--- src/rtl/hsid_mse_comp_pkg.sv ---
// -----------------------------------------------------------------------------
// hsid_mse_comp_pkg
// Shared widths and state encoding for the MSE comparator stage.
// Contents:
//   HSID_WORD_WIDTH          default width of MSE values
//   HSID_HSP_LIBRARY_WIDTH   default width of library refs / sizes / counters
//   hsid_mse_comp_state_t    comparator FSM states
// -----------------------------------------------------------------------------
package hsid_mse_comp_pkg;

  localparam int HSID_WORD_WIDTH        = 32;
  localparam int HSID_HSP_LIBRARY_WIDTH = 8;

  typedef enum logic [1:0] {
    MSE_COMP_IDLE = 2'd0,
    MSE_COMP_RUN  = 2'd1,
    MSE_COMP_DONE = 2'd2
  } hsid_mse_comp_state_t;

endpackage

--- src/rtl/hsid_mse_comp_if.sv ---
// -----------------------------------------------------------------------------
// hsid_mse_comp_if
// Control, result-stream and classification signals of the MSE comparator.
// Modports:
//   slave  - the comparator: consumes clear/start/library_size/mse_* and
//            produces busy/done/min_*/max_*/of_seen/error
//   master - the environment driving the comparator
// -----------------------------------------------------------------------------
interface hsid_mse_comp_if
  import hsid_mse_comp_pkg::*;
#(
  parameter int WORD_WIDTH        = HSID_WORD_WIDTH,
  parameter int HSP_LIBRARY_WIDTH = HSID_HSP_LIBRARY_WIDTH
) ();

  logic                         clear;
  logic                         start;
  logic [HSP_LIBRARY_WIDTH-1:0] library_size;
  logic [WORD_WIDTH-1:0]        mse_value;
  logic [HSP_LIBRARY_WIDTH-1:0] mse_ref;
  logic                         mse_valid;
  logic                         mse_of;
  logic                         acc_of;
  logic                         busy;
  logic                         done;
  logic [WORD_WIDTH-1:0]        min_value;
  logic [HSP_LIBRARY_WIDTH-1:0] min_ref;
  logic [WORD_WIDTH-1:0]        max_value;
  logic [HSP_LIBRARY_WIDTH-1:0] max_ref;
  logic                         of_seen;
  logic                         error;

  modport slave (
    input  clear, start, library_size, mse_value, mse_ref, mse_valid, mse_of, acc_of,
    output busy, done, min_value, min_ref, max_value, max_ref, of_seen, error
  );

  modport master (
    output clear, start, library_size, mse_value, mse_ref, mse_valid, mse_of, acc_of,
    input  busy, done, min_value, min_ref, max_value, max_ref, of_seen, error
  );

endinterface

--- src/rtl/hsid_mse_extreme.sv ---
// -----------------------------------------------------------------------------
// hsid_mse_extreme
// Holds one extreme (minimum when IS_MAX=0, maximum when IS_MAX=1) of a
// stream of samples together with the ref that produced it.
// Ports:
//   clk, rst_n     clock, asynchronous active-low reset
//   clear          synchronous clear of value and ref
//   sample_valid   a sample is presented this cycle
//   first_sample   load the sample unconditionally (first of a search)
//   sample_value   effective sample value (already saturated on overflow)
//   sample_ref     library ref of the sample
//   ext_value      registered extreme value
//   ext_ref        registered ref of the extreme value
// -----------------------------------------------------------------------------
module hsid_mse_extreme
  import hsid_mse_comp_pkg::*;
#(
  parameter int WORD_WIDTH        = HSID_WORD_WIDTH,
  parameter int HSP_LIBRARY_WIDTH = HSID_HSP_LIBRARY_WIDTH,
  parameter bit IS_MAX            = 1'b0
) (
  input  logic                         clk,
  input  logic                         rst_n,
  input  logic                         clear,
  input  logic                         sample_valid,
  input  logic                         first_sample,
  input  logic [WORD_WIDTH-1:0]        sample_value,
  input  logic [HSP_LIBRARY_WIDTH-1:0] sample_ref,
  output logic [WORD_WIDTH-1:0]        ext_value,
  output logic [HSP_LIBRARY_WIDTH-1:0] ext_ref
);

  logic [WORD_WIDTH-1:0]        value_r;
  logic [HSP_LIBRARY_WIDTH-1:0] ref_r;
  logic                         better_s;
  logic                         take_s;

  // Strict comparison so that ties keep the earlier ref.
  always_comb begin
    better_s = 1'b0;
    if (IS_MAX) begin
      better_s = (sample_value > value_r);
    end else begin
      better_s = (sample_value < value_r);
    end
    take_s = sample_valid & (first_sample | better_s);
  end

  // Extreme value/ref register.
  always_ff @(posedge clk or negedge rst_n) begin
    if (!rst_n) begin
      value_r <= {WORD_WIDTH{1'b0}};
      ref_r   <= {HSP_LIBRARY_WIDTH{1'b0}};
    end else if (clear) begin
      value_r <= {WORD_WIDTH{1'b0}};
      ref_r   <= {HSP_LIBRARY_WIDTH{1'b0}};
    end else if (take_s) begin
      value_r <= sample_value;
      ref_r   <= sample_ref;
    end else begin
      value_r <= value_r;
      ref_r   <= ref_r;
    end
  end

  assign ext_value = value_r;
  assign ext_ref   = ref_r;

endmodule

--- src/rtl/hsid_mse_comp.sv ---
// -----------------------------------------------------------------------------
// hsid_mse_comp
// Downstream stage of the MSE unit. Over one search of library_size results it
// tracks the best match (minimum MSE) and the worst match (maximum MSE) and
// signals completion with a one-cycle done pulse.
// Ports:
//   clk, rst_n   clock, asynchronous active-low reset
//   bus          hsid_mse_comp_if.slave:
//                  clear/start/library_size      search control
//                  mse_value/mse_ref/mse_valid   result stream
//                  mse_of/acc_of                 per-sample overflow flags
//                  busy/done                     search status
//                  min_*/max_*                   registered extremes
//                  of_seen/error                 sticky flags
// -----------------------------------------------------------------------------
module hsid_mse_comp
  import hsid_mse_comp_pkg::*;
#(
  parameter int WORD_WIDTH        = HSID_WORD_WIDTH,
  parameter int HSP_LIBRARY_WIDTH = HSID_HSP_LIBRARY_WIDTH
) (
  input  logic           clk,
  input  logic           rst_n,
  hsid_mse_comp_if.slave bus
);

  hsid_mse_comp_state_t         state_r;
  hsid_mse_comp_state_t         state_next;
  logic [HSP_LIBRARY_WIDTH-1:0] count_r;
  logic [HSP_LIBRARY_WIDTH-1:0] size_r;
  logic                         busy_r;
  logic                         done_r;
  logic                         of_seen_r;
  logic                         error_r;

  logic                         clear_s;
  logic                         start_s;
  logic [HSP_LIBRARY_WIDTH-1:0] library_size_s;
  logic                         mse_valid_s;
  logic                         ovf_s;
  logic [WORD_WIDTH-1:0]        eff_value_s;
  logic                         run_sample_s;
  logic                         last_sample_s;
  logic                         last_valid_s;
  logic                         start_accept_s;
  logic                         proto_err_s;
  logic                         ext_clear_s;
  logic                         first_sample_s;
  logic [WORD_WIDTH-1:0]        min_value_s;
  logic [HSP_LIBRARY_WIDTH-1:0] min_ref_s;
  logic [WORD_WIDTH-1:0]        max_value_s;
  logic [HSP_LIBRARY_WIDTH-1:0] max_ref_s;

  assign clear_s        = bus.clear;
  assign start_s        = bus.start;
  assign library_size_s = bus.library_size;
  assign mse_valid_s    = bus.mse_valid;

  // Overflowed samples saturate to all-ones so they never win the minimum
  // and always dominate the maximum.
  assign ovf_s       = bus.mse_of | bus.acc_of;
  assign eff_value_s = ovf_s ? {WORD_WIDTH{1'b1}} : bus.mse_value;

  assign run_sample_s   = (state_r == MSE_COMP_RUN) & mse_valid_s;
  assign last_sample_s  = (count_r == (size_r - HSP_LIBRARY_WIDTH'(1)));
  assign last_valid_s   = run_sample_s & last_sample_s;
  assign start_accept_s = (state_r == MSE_COMP_IDLE) & start_s &
                          (library_size_s != {HSP_LIBRARY_WIDTH{1'b0}});
  // Samples outside RUN and zero-length searches are protocol errors;
  // a start while RUN/DONE is silently ignored.
  assign proto_err_s    = (mse_valid_s & (state_r != MSE_COMP_RUN)) |
                          ((state_r == MSE_COMP_IDLE) & start_s &
                           (library_size_s == {HSP_LIBRARY_WIDTH{1'b0}}));
  // Extremes are emptied by clear and at the beginning of every new search.
  assign ext_clear_s    = clear_s | start_accept_s;
  assign first_sample_s = (count_r == {HSP_LIBRARY_WIDTH{1'b0}});

  // Next-state logic.
  always_comb begin
    state_next = state_r;
    case (state_r)
      MSE_COMP_IDLE: begin
        if (start_accept_s) begin
          state_next = MSE_COMP_RUN;
        end else begin
          state_next = MSE_COMP_IDLE;
        end
      end
      MSE_COMP_RUN: begin
        if (last_valid_s) begin
          state_next = MSE_COMP_DONE;
        end else begin
          state_next = MSE_COMP_RUN;
        end
      end
      MSE_COMP_DONE: begin
        state_next = MSE_COMP_IDLE;
      end
      default: begin
        state_next = MSE_COMP_IDLE;
      end
    endcase
  end

  // State, counters, status outputs and sticky flags.
  always_ff @(posedge clk or negedge rst_n) begin
    if (!rst_n) begin
      state_r   <= MSE_COMP_IDLE;
      count_r   <= {HSP_LIBRARY_WIDTH{1'b0}};
      size_r    <= {HSP_LIBRARY_WIDTH{1'b0}};
      busy_r    <= 1'b0;
      done_r    <= 1'b0;
      of_seen_r <= 1'b0;
      error_r   <= 1'b0;
    end else if (clear_s) begin
      state_r   <= MSE_COMP_IDLE;
      count_r   <= {HSP_LIBRARY_WIDTH{1'b0}};
      size_r    <= {HSP_LIBRARY_WIDTH{1'b0}};
      busy_r    <= 1'b0;
      done_r    <= 1'b0;
      of_seen_r <= 1'b0;
      error_r   <= 1'b0;
    end else begin
      state_r <= state_next;
      busy_r  <= (state_next == MSE_COMP_RUN);
      done_r  <= (state_next == MSE_COMP_DONE);

      if (start_accept_s) begin
        size_r <= library_size_s;
      end else begin
        size_r <= size_r;
      end

      if (start_accept_s) begin
        count_r <= {HSP_LIBRARY_WIDTH{1'b0}};
      end else if (last_valid_s) begin
        count_r <= {HSP_LIBRARY_WIDTH{1'b0}};
      end else if (run_sample_s) begin
        count_r <= count_r + HSP_LIBRARY_WIDTH'(1);
      end else begin
        count_r <= count_r;
      end

      if (start_accept_s) begin
        of_seen_r <= 1'b0;
      end else if (run_sample_s & ovf_s) begin
        of_seen_r <= 1'b1;
      end else begin
        of_seen_r <= of_seen_r;
      end

      if (proto_err_s) begin
        error_r <= 1'b1;
      end else begin
        error_r <= error_r;
      end
    end
  end

  hsid_mse_extreme #(
    .WORD_WIDTH        (WORD_WIDTH),
    .HSP_LIBRARY_WIDTH (HSP_LIBRARY_WIDTH),
    .IS_MAX            (1'b0)
  ) u_min (
    .clk          (clk),
    .rst_n        (rst_n),
    .clear        (ext_clear_s),
    .sample_valid (run_sample_s),
    .first_sample (first_sample_s),
    .sample_value (eff_value_s),
    .sample_ref   (bus.mse_ref),
    .ext_value    (min_value_s),
    .ext_ref      (min_ref_s)
  );

  hsid_mse_extreme #(
    .WORD_WIDTH        (WORD_WIDTH),
    .HSP_LIBRARY_WIDTH (HSP_LIBRARY_WIDTH),
    .IS_MAX            (1'b1)
  ) u_max (
    .clk          (clk),
    .rst_n        (rst_n),
    .clear        (ext_clear_s),
    .sample_valid (run_sample_s),
    .first_sample (first_sample_s),
    .sample_value (eff_value_s),
    .sample_ref   (bus.mse_ref),
    .ext_value    (max_value_s),
    .ext_ref      (max_ref_s)
  );

  assign bus.busy      = busy_r;
  assign bus.done      = done_r;
  assign bus.min_value = min_value_s;
  assign bus.min_ref   = min_ref_s;
  assign bus.max_value = max_value_s;
  assign bus.max_ref   = max_ref_s;
  assign bus.of_seen   = of_seen_r;
  assign bus.error     = error_r;

endmodule

--- src/flat_wrapper.sv ---
// flat-port wrapper written by rule: the top's interface ports become plain ports
module hsid_mse_comp_flat import hsid_mse_comp_pkg::*;
#(
  parameter int WORD_WIDTH        = HSID_WORD_WIDTH,
  parameter int HSP_LIBRARY_WIDTH = HSID_HSP_LIBRARY_WIDTH
)
  (clk, rst_n, bus_clear, bus_start, bus_library_size, bus_mse_value, bus_mse_ref, bus_mse_valid, bus_mse_of, bus_acc_of, bus_busy, bus_done, bus_min_value, bus_min_ref, bus_max_value, bus_max_ref, bus_of_seen, bus_error);
  hsid_mse_comp_if #(.WORD_WIDTH(WORD_WIDTH), .HSP_LIBRARY_WIDTH(HSP_LIBRARY_WIDTH)) bus_i ();
  input  logic clk;
  input  logic rst_n;
  input wire logic [$bits(bus_i.clear)-1:0] bus_clear;
  input wire logic [$bits(bus_i.start)-1:0] bus_start;
  input wire logic [$bits(bus_i.library_size)-1:0] bus_library_size;
  input wire logic [$bits(bus_i.mse_value)-1:0] bus_mse_value;
  input wire logic [$bits(bus_i.mse_ref)-1:0] bus_mse_ref;
  input wire logic [$bits(bus_i.mse_valid)-1:0] bus_mse_valid;
  input wire logic [$bits(bus_i.mse_of)-1:0] bus_mse_of;
  input wire logic [$bits(bus_i.acc_of)-1:0] bus_acc_of;
  output wire logic [$bits(bus_i.busy)-1:0] bus_busy;
  output wire logic [$bits(bus_i.done)-1:0] bus_done;
  output wire logic [$bits(bus_i.min_value)-1:0] bus_min_value;
  output wire logic [$bits(bus_i.min_ref)-1:0] bus_min_ref;
  output wire logic [$bits(bus_i.max_value)-1:0] bus_max_value;
  output wire logic [$bits(bus_i.max_ref)-1:0] bus_max_ref;
  output wire logic [$bits(bus_i.of_seen)-1:0] bus_of_seen;
  output wire logic [$bits(bus_i.error)-1:0] bus_error;
  assign bus_i.clear = bus_clear;
  assign bus_i.start = bus_start;
  assign bus_i.library_size = bus_library_size;
  assign bus_i.mse_value = bus_mse_value;
  assign bus_i.mse_ref = bus_mse_ref;
  assign bus_i.mse_valid = bus_mse_valid;
  assign bus_i.mse_of = bus_mse_of;
  assign bus_i.acc_of = bus_acc_of;
  assign bus_busy = bus_i.busy;
  assign bus_done = bus_i.done;
  assign bus_min_value = bus_i.min_value;
  assign bus_min_ref = bus_i.min_ref;
  assign bus_max_value = bus_i.max_value;
  assign bus_max_ref = bus_i.max_ref;
  assign bus_of_seen = bus_i.of_seen;
  assign bus_error = bus_i.error;
  hsid_mse_comp #(.WORD_WIDTH(WORD_WIDTH), .HSP_LIBRARY_WIDTH(HSP_LIBRARY_WIDTH)) u_core (.clk(clk), .rst_n(rst_n), .bus(bus_i));
endmodule
--- config.mk ---
export PLATFORM = sky130hd
export DESIGN_NAME = hsid_mse_comp_flat
export DESIGN_NICKNAME = d
export VERILOG_FILES = /design/src/rtl/hsid_mse_comp_pkg.sv /design/src/rtl/hsid_mse_comp_if.sv /design/src/rtl/hsid_mse_extreme.sv /design/src/rtl/hsid_mse_comp.sv /design/src/flat_wrapper.sv
export SDC_FILE = /design/constraint.sdc
export NUM_CORES = 1
export LEC_CHECK = 0
export ABC_AREA = 1
export BUFFER_PORTS_ARGS = -buffer_cell sky130_fd_sc_hd__clkbuf_2
export CORE_UTILIZATION = 33
export CTS_CLUSTER_DIAMETER = 40
export DETAILED_ROUTE_END_ITERATION = 10
export GPL_TIMING_DRIVEN = 0
export PLACE_DENSITY_LB_ADDON = 0.3
export SYNTH_ARGS = -nofsm -noshare
export SYNTH_HDL_FRONTEND = slang
export SYNTH_HIERARCHICAL = 1
export SYNTH_SLANG_ARGS = --single-unit
--- constraint.sdc ---
create_clock -name clk -period 4.45 [get_ports clk]
set_clock_uncertainty 0.05 [all_clocks]
set_input_delay 0.89 -clock clk [delete_from_list [all_inputs] [get_ports clk]]
set_output_delay 0.89 -clock clk [all_outputs]
set_load 0.01 [all_outputs]
=== After elaboration in Yosys (flattened, before gate mapping) ===
Index checks and enable logic that the tools add are counted.
Widths: inputs -> output; s select.

* Bits in registers: 102
* Logic and storage cells: 70

* $add $sub $neg: 2
* Magnitude comparators: 2
* Eq/ne operators: 5
* Mux-type cells: 26
* Bitwise gates (word level): 14
* Reductions and logical operators: 10

{| class="wikitable"
|+ Operators by type and width
! cell !! number
|-
| $mux 32 || 5
|-
| $mux 8 || 10
|-
| $gt 32x32->1 || 1
|-
| $lt 32x32->1 || 1
|-
| $logic_not 8->1 || 2
|-
| $and 1x1->1 || 9
|-
| $add 8x1->8 const B || 1
|-
| $eq 8x8->1 || 1
|-
| $mux 1 || 8
|-
| $reduce_bool 2->1 || 4
|-
| $reduce_bool 8->1 || 1
|-
| $sub 8x1->8 const B || 1
|-
| $or 1x1->1 || 5
|-
| $eq 2x1->1 const B || 2
|-
| $mux 2 || 2
|-
| $pmux 2 s2 || 1
|-
| $reduce_bool 4->1 || 1
|-
| $reduce_bool 3->1 || 1
|-
| $eq 2x2->1 const B || 1
|-
| $logic_not 2->1 || 1
|-
| $ne 2x1->1 const B || 1
|}

=== Logic depth before layout (Yosys ltp) ===
Gate-level depths: netlist of the first run.

* Depth in word-level cells: 7
* Gate-level depth with buffers: 22

=== Modules after synthesis ===
Netlist of the first run, hierarchy kept.

{| class="wikitable"
|+ Modules (own cells, without submodules)
! module !! times used !! cells each !! area an instance (um^2)
|-
| hsid_mse_extreme at u_core.u_max || 1 || 326 || 2,917.8
|-
| hsid_mse_extreme at u_core.u_min || 1 || 318 || 2,885.3
|-
| hsid_mse_comp || 1 || 227 || 1,652.8
|}

=== Least setup slack after synthesis of the first run ===
Ideal clock, no wire load.

* Kind: input to register
* Start: input port bus_acc_of
* End: register u_core.u_min.value_r[11] (netlist: u_core/u_min/ext_value[11])
* Setup time: 117 ps
* Arrival time: 2,766 ps
* Required time: 4,283 ps
* Path slack: 1,517 ps
* Cell stages on the path: 16
* Cells stage by stage: nor2_1 -> inv_1 -> clkbuf_1 -> or2_2 -> ha_1 -> a21oi_1 -> nor2_1 -> nor2_1 -> nand3_1 -> a21oi_1 -> nand2_2 -> nand2_4 -> nand2_8 -> buf_12 -> nand3_2 -> nand2_1

* Cells in the longest elaborated chain, start to end: 6

{| class="wikitable"
|+ RTL lines
! item !! line !! text
|-
| from (decl) || flat_wrapper.sv:18 || <nowiki>input wire logic [$bits(bus_i.acc_of)-1:0] bus_acc_of;</nowiki>
|-
| $or 1x1->1 || hsid_mse_comp.sv:61 || <nowiki>assign ovf_s = bus.mse_of | bus.acc_of;</nowiki>
|-
| $mux 32 || hsid_mse_comp.sv:62 || <nowiki>assign eff_value_s = ovf_s ? {WORD_WIDTH{1'b1}} : bus.mse_value;</nowiki>
|-
| net u_core.eff_value_s[21] || hsid_mse_comp.sv:41 || <nowiki>logic [WORD_WIDTH-1:0] eff_value_s;</nowiki>
|-
| $lt 32x32->1 || hsid_mse_extreme.sv:44 || <nowiki>better_s = (sample_value < value_r);</nowiki>
|-
| $or 1x1->1 || hsid_mse_extreme.sv:46 || <nowiki>take_s = sample_valid & (first_sample | better_s);</nowiki>
|-
| $and 1x1->1 || hsid_mse_extreme.sv:46 ||
|-
| $reduce_bool 2->1 (no source line) || - ||
|-
| to (signal assigned) || hsid_mse_extreme.sv:52 || <nowiki>value_r <= {WORD_WIDTH{1'b0}};</nowiki>
|-
| to (signal assigned) || hsid_mse_extreme.sv:55 || <nowiki>value_r <= {WORD_WIDTH{1'b0}};</nowiki>
|-
| to (signal assigned) || hsid_mse_extreme.sv:58 || <nowiki>value_r <= sample_value;</nowiki>
|-
| to (decl) || hsid_mse_extreme.sv:33 || <nowiki>logic [WORD_WIDTH-1:0] value_r;</nowiki>
|}

The timed path passes the listed nets, and every way through them passes these cells. The select of a mux whose other input is x is not followed.
A chain may end at the register's enable or synchronous reset.

=== Worst setup path in the final report of the first run ===
* Start: input port bus_acc_of
* End: register u_core.u_min.value_r[25] (netlist: u_core/u_min/ext_value[25])

The elaborated chain is that of the path after synthesis.

==> summary.md, run 1 <==
| Metric | Value |
|---|---|
| Maximum clock path buffer count | `2` |
| Pin count of the biggest net entering global routing | `103` |
| Fmax achieved | `0.3085 GHz` |
| TritonCTS clock tree | `yes` |
| Synth Register Bits | `102` |
| RR Startpoint | `u_core/state_r[1]` |
| Static Leakage | `4.340 nW` |
| Distinct cells, synth | `42` |
| Post-synth top flop | `dfrtp_1` |
| # H-tree levels | `3` |
| Die H | `152.3 µm` |
| Tot GR Track Use | `0.1818` |
| Slew headroom | `0.4019` |
| Final hold violation count | `0` |
| # setup viols final | `0` |
| Area growth syn-to-layout | `18.22%` |
| Clock buffer count from CTS | `9` |
| Status | `finished, violations left` |
| Commonest non-fill, non-tap cells in the layout | `180 x nand2_1, 139 x clkbuf_2, 102 x dfrtp_1` |
| Startpoint types | `input port` |
| Number of flops mapped to enable cells by yosys | `0` |
| Die width | `152.3 µm` |
| Slew Limit Fails | `0` |
| WL final | `20,090 µm` |
| Worst Path Required | `4640 ps` |
| Crit Path Category | `input port to flip-flop` |
| Hold Path End | `u_core/u_max/ext_ref[1]` |
| Ports | `139` |
| Routed wire length on met2 | `9673 µm` |
| Share of layout cells above drive strength 1 | `0.3395` |
| Synth Cell Area | `0.007456 mm²` |
| Slew @ Worst Pin | `897.2 ps` |
| Worst VDD drop | `0.1494 mV` |
| CTS root buf | `clkbuf_16` |
| Fin nets | `1,141` |
| Reg-to-reg slack, setup | `2200 ps` |
| Core Area | `0.02196 mm²` |
| CTS Hold Bufs | `0` |
| # DRC | `11` |
| Commonest non-fill, non-tap cell in the layout | `nand2_1` |
| Top routing layer in use | `met4` |
| DR pass1 iterations | `8` |
| Iter 0 DRT Violations | `312` |
| Placed Instance Area | `0.008506 mm²` |
| Hold Crit Start | `u_core/u_max/ext_ref[1]` |
| WL/cell | `15.38 µm` |
| WP data arrival | `3430 ps` |
| Drt via density | `4.846` |
| Failing checks | `design-rule violations` |
| RSZ-0062 raised after global routing | `false` |
| R2R cell count | `12` |
| PortBufs | `138` |
| CP Capture Type | `flip-flop` |
| Initial antenna violation count | `1` |
| Clock Latency Late Sink | `360 ps` |
| Synthesis Warnings | `6` |
| Synthesized netlist cell count | `871` |
| Hold WC Path Type | `flip-flop to flip-flop` |
| First-pass GRT wire length | `33,360 µm` |
| Min Tclk post-route | `3242 ps` |
| Post-route cell area | `0.008815 mm²` |
| Share of the yosys chip area belonging to registers | `0.3423` |
| Post-DP HPWL | `15,520 µm` |
| Vias in the first global route | `6,244` |
| Total die area | `0.02320 mm²` |
| Row Count | `54` |
| Total congestion overflow | `0` |
| Post-Syn Nets | `992` |
| RD Place Congestion | `0.8456` |
| Clock Sinks | `102` |
| Post-CTS Setup Bufs | `0` |
| Final period util | `0.7285` |
| Routed length on met3 | `1131 µm` |
| Pwr per Cell Area | `261.4 mW/mm²` |
| Antenna Nets Post-Route | `0` |
| Reg clk slew, reported paths | `70 ps` |
| FF-to-FF End | `u_core/u_min/ext_value[24]` |
| Hold Crit Depth | `2` |
| Vias post-DR | `6,329` |
| Starting Density | `0.3395` |
| Met1 WL | `8980 µm` |
| Setup TNS | `0 ps` |
| CP max FO | `10` |
| Mean Syn Cell Area | `8.560 µm²` |
| Max-cap viol count | `0` |
| Async S/R FF share, synth | `1.000` |
| Post-CTS sizing | `0` |
kinds of logic after synthesis:
group | count (synthesis) | share of synthesized area
xor+xnor | 2 | 0.002350
buf+inv | 156 | 0.1133
compound gates | 57 | 0.04313
flops | 102 | 0.3423
fa+ha+maj | 66 | 0.1108
simple gates | 488 | 0.3882
worst max path at each step:
stage	start	end	slack [ps]
final	bus_acc_of	u_core/u_min/ext_value[25]	1210
after global placement	bus_acc_of	u_core/u_min/ext_value[22]	820
after CTS	bus_acc_of	u_core/u_min/ext_value[25]	1160
after global routing	bus_acc_of	u_core/u_min/ext_value[21]	990
after floorplan	bus_acc_of	u_core/u_min/ext_value[11]	1520
after detailed placement	bus_acc_of	u_core/u_min/ext_value[0]	780
state kept, by name, summed over array words and instances, names as in the netlist:
name,count
u_core/u_max/ext_ref,8
u_core/size_r,8
u_core/state_r,2
u_core/bus.done,1
u_core/count_r,8
u_core/u_min/ext_value,32
u_core/bus.busy,1
u_core/bus.error,1
u_core/bus.of_seen,1
u_core/u_min/ext_ref,8
u_core/u_max/ext_value,32
Yosys cell counts (9+ instances only):
| library cell | instances | share of area |
|---|---|---|
| nand2_1 | 180 | 0.091 |
| a21oi_1 | 32 | 0.021 |
| o21ai_1 | 12 | 0.0081 |
| inv_2 | 10 | 0.0050 |
| nand3_2 | 81 | 0.11 |
| or2_2 | 33 | 0.028 |
| nand2_2 | 9 | 0.0076 |
| nor2_1 | 35 | 0.018 |
| nand4_1 | 86 | 0.072 |
| clkbuf_1 | 17 | 0.0086 |
| nor2_2 | 10 | 0.0084 |
| nand3_1 | 32 | 0.021 |
| ha_1 | 66 | 0.11 |
| inv_1 | 98 | 0.049 |
| dfrtp_1 | 102 | 0.34 |
critical path: stages:
cell and delay [ps]:
clkbuf_2 80, nor2_1 90, inv_1 140, clkbuf_1 260, or2_2 390, ha_1 330, a21oi_1 240, o21ai_1 100
nand2_1 60, nand3_1 70, a21oi_1 180, nand2_2 90, nand2_4 150, nand2_8 100, buf_12 160, nand3_2 50
nand2_1 50
cell type report:
cell class | count | area (µm²)
flip-flops and latches | 102 | 2552
clock buffers | 9 | 225.2
inverters | 109 | 409.1
clock inverters | 7 | 81.33
plain buffers | 47 | 435.4
well taps | 280 | 350.3
diodes | 1 | 2.502
fillers | 2281 | 13140
multi-input cells | 613 | 4059
repair buffers | 138 | 699.4
per-layer routing:
metal	vias to the layer above	global-route usage
met4	0	0.05394
met2	136	0.3068
met3	20	0.04352
li1	3214	-
met5	-	0
met1	2959	0.2297
stage by stage:
stage,hold WS (ps),util,setup slack (ps),power (W),cells
final,459.4,0.4014,1208,0.002304,1306
after CTS,465.3,0.4013,1162,0.002341,1305
after floorplan,448.8,-,1517,0.001324,871
after detailed placement,447.9,0.3874,781.6,0.001491,1289
after global placement,444.4,0.3870,821.3,0.001484,1289
after global routing,491.1,0.4014,991.0,0.002431,1306
power breakdown:
part / switching (W) / internal (W) / total [W] / leakage [nW]
logic: 0.000295 / 0.000176 / 0.000471 / 2.80
registers: 0.0000365 / 0.000961 / 0.000997 / 1.40
clock network: 0.000392 / 0.000444 / 0.000835 / 0.140
Note: power is estimated with default switching activity, not from simulation.
==> run 2: changes to the inputs <==
==> constraint.sdc (replaced) <==
create_clock -name clk -period 3.21 [get_ports clk]
set_clock_uncertainty 0.05 [all_clocks]
set_input_delay 0.642 -clock clk [delete_from_list [all_inputs] [get_ports clk]]
set_output_delay 0.642 -clock clk [all_outputs]
set_load 0.01 [all_outputs]
==> summary.md, run 2 (same netlist as run 1, synthesis figures left out) <==
| Metric | Value |
|---|---|
| Failing checks | `design-rule violations (unchanged)` |
| CP Capture Type | `flip-flop (unchanged)` |
| Worst Path Required | `3400 ps (was 4640 ps)` |
| Multi-input gate area | `0.004059 mm² (unchanged)` |
| Post-DP HPWL | `15,520 µm (unchanged)` |
| Reg clk slew, reported paths | `80 ps (was 70 ps)` |
| Fill count | `2,280 (was 2,281)` |
| Starting Density | `0.3395 (unchanged)` |
| Max-cap viol count | `0 (unchanged)` |
| Total die area | `0.02320 mm² (unchanged)` |
| Reg-to-reg slack, setup | `960 ps (was 2200 ps)` |
| Share of layout cells above drive strength 1 | `0.3405 (was 0.3395)` |
| Vias post-DR | `6,312 (was 6,329)` |
| DR pass1 iterations | `8 (unchanged)` |
| Final hold violation count | `0 (unchanged)` |
| Static Leakage | `4.342 nW (was 4.340 nW)` |
| WP data arrival | `3140 ps (was 3430 ps)` |
| PortBufs | `138 (unchanged)` |
| Clock Latency Late Sink | `360 ps (about the same)` |
| Dpl ws | `-210.4 ps (was 781.6 ps)` |
| Slew @ Worst Pin | `897.7 ps (was 897.2 ps)` |
| Pwr per Cell Area | `362.9 mW/mm² (was 261.4 mW/mm²)` |
| RR Startpoint | `u_core/state_r[1] (unchanged)` |
| Worst Slack Setup Final | `259.3 ps (was 1208 ps)` |
| Drt via density | `4.833 (was 4.846)` |
| Tot GR Track Use | `0.1818 (unchanged)` |
| Pin count of the biggest net entering global routing | `103 (unchanged)` |
| Core Area | `0.02196 mm² (unchanged)` |
| Min Tclk post-route | `2951 ps` |
| Final period util | `0.9192` |
| Slew Limit Fails | `0 (unchanged)` |
| Commonest non-fill, non-tap cells in the layout | `180 x nand2_1, 140 x clkbuf_2, 102 x dfrtp_1 (was 180 x nand2_1, 139 x clkbuf_2, 102 x dfrtp_1)` |
| WL final | `20,100 µm (was 20,090 µm)` |
| Die H | `152.3 µm (unchanged)` |
| Ports | `139 (unchanged)` |
| TritonCTS clock tree | `yes (unchanged)` |
| Hold WC Path Type | `input port to asynchronous set/reset pin (was flip-flop to flip-flop)` |
| Initial antenna violation count | `1 (unchanged)` |
| FF-to-FF End | `u_core/u_min/ext_value[24] (unchanged)` |
| Worst VDD drop | `0.2071 mV (was 0.1494 mV)` |
| Commonest non-fill, non-tap cell in the layout | `nand2_1 (unchanged)` |
| Iter 0 DRT Violations | `292 (was 312)` |
| Fin nets | `1,141 (unchanged)` |
| Fmax achieved | `0.3389 GHz` |
| Post-CTS Setup Bufs | `0 (unchanged)` |
| CTS root buf | `clkbuf_16 (unchanged)` |
| Die width | `152.3 µm (unchanged)` |
| Hold_ws | `280.0 ps (was 459.4 ps)` |
| R2R cell count | `12 (unchanged)` |
| WL/cell | `15.39 µm (was 15.38 µm)` |
| Slew headroom | `0.4015 (was 0.4019)` |
| CTS Hold Bufs | `0 (unchanged)` |
| Maximum clock path buffer count | `2 (unchanged)` |
| RD Place Congestion | `0.8456 (unchanged)` |
| Row Count | `54 (unchanged)` |
| Antenna Nets Post-Route | `0 (unchanged)` |
| Status | `finished, violations left (unchanged)` |
| # setup viols final | `0 (unchanged)` |
| FF/Latch Area | `0.002552 mm² (unchanged)` |
| # H-tree levels | `3 (unchanged)` |
| Post-CTS sizing | `0 (unchanged)` |
| # DRC | `11 (unchanged)` |
| Clock Sinks | `102 (unchanged)` |
| Clock buffer count from CTS | `9 (unchanged)` |
| Vias in the first global route | `6,244 (unchanged)` |
| First-pass GRT wire length | `33,360 µm (unchanged)` |
| RSZ-0062 raised after global routing | `false (unchanged)` |
| CP max FO | `10 (unchanged)` |
| Crit Path Category | `input port to flip-flop (unchanged)` |
| Startpoint types | `input port (unchanged)` |
| Total congestion overflow | `0 (unchanged)` |
| Area growth syn-to-layout | `18.24% (was 18.22%)` |
## run 2: cell counts in the layout (fill, tap and decap cells not counted)
No cell type changed its count.
## run 2: report_power, final
group	internal [W]	switching [W]
registers	0.00133	0.0000506
clock network	0.000615	0.000547
logic	0.000244	0.000410
## run 2: worst max-delay path by stage
stage / to / depth (start not counted) / start / slack [ps]
final: u_core/u_max/ext_value[24] / 17 / bus_acc_of / 260
after global routing: u_core/u_max/ext_ref[1] / 17 / bus_acc_of / 20
after CTS: u_core/u_min/ext_value[25] / 17 / bus_acc_of / 170
after detailed placement: u_core/u_min/ext_value[0] / 17 / bus_acc_of / -210
after global placement: u_core/u_min/ext_value[22] / 17 / bus_acc_of / -170
after floorplan: u_core/u_min/ext_value[11] / 16 / bus_acc_of / 520
## run 2: area by class of cell
type,instances,share of cell area
diodes,1,0.0002838
plain buffers,47,0.04953
clock buffers,9,0.02555
clock inverters,7,0.009225
inverters,109,0.04641
multi-input cells,613,0.4604
flip-flops and latches,102,0.2895
well taps,280,0.03974
repair buffers,138,0.07934
## run 2: routing by layer
| layer | global-route usage | routed length (µm) |
|---|---|---|
| met5 | 0 | 0 |
| met4 | 0.05394 | 305 |
| met3 | 0.04352 | 1126 |
| met2 | 0.3068 | 9655 |
| met1 | 0.2297 | 9011 |
## run 2: critical path, stage by stage
cell and delay (ps):
clkbuf_2 80, nor2_1 90, inv_1 140, clkbuf_1 280, or2_2 390, ha_1 320
a21oi_1 130, o21ai_0 110, nand2_1 70, nand2_1 80, a21oi_1 200, nand2_1 90
nand2_2 80, nand2_4 90, buf_4 200, nand4_1 90, nand2_1 70
## run 2: through the flow
| stage | utilization | TNS, ps | cell area, µm² | power [W] | cells |
|---|---|---|---|---|---|
| finish | 0.4015 | 0 | 8816 | 0.003199 | 1306 |
| detailed placement | 0.3874 | -11160 | 8506 | 0.002067 | 1289 |
| CTS | 0.4013 | 0 | 8812 | 0.003245 | 1305 |
| floorplan | - | 0 | 7456 | 0.001836 | 871 |
| global placement | 0.3870 | -22000 | 8497 | 0.002057 | 1289 |
| global route | 0.4015 | 0 | 8816 | 0.003370 | 1306 |
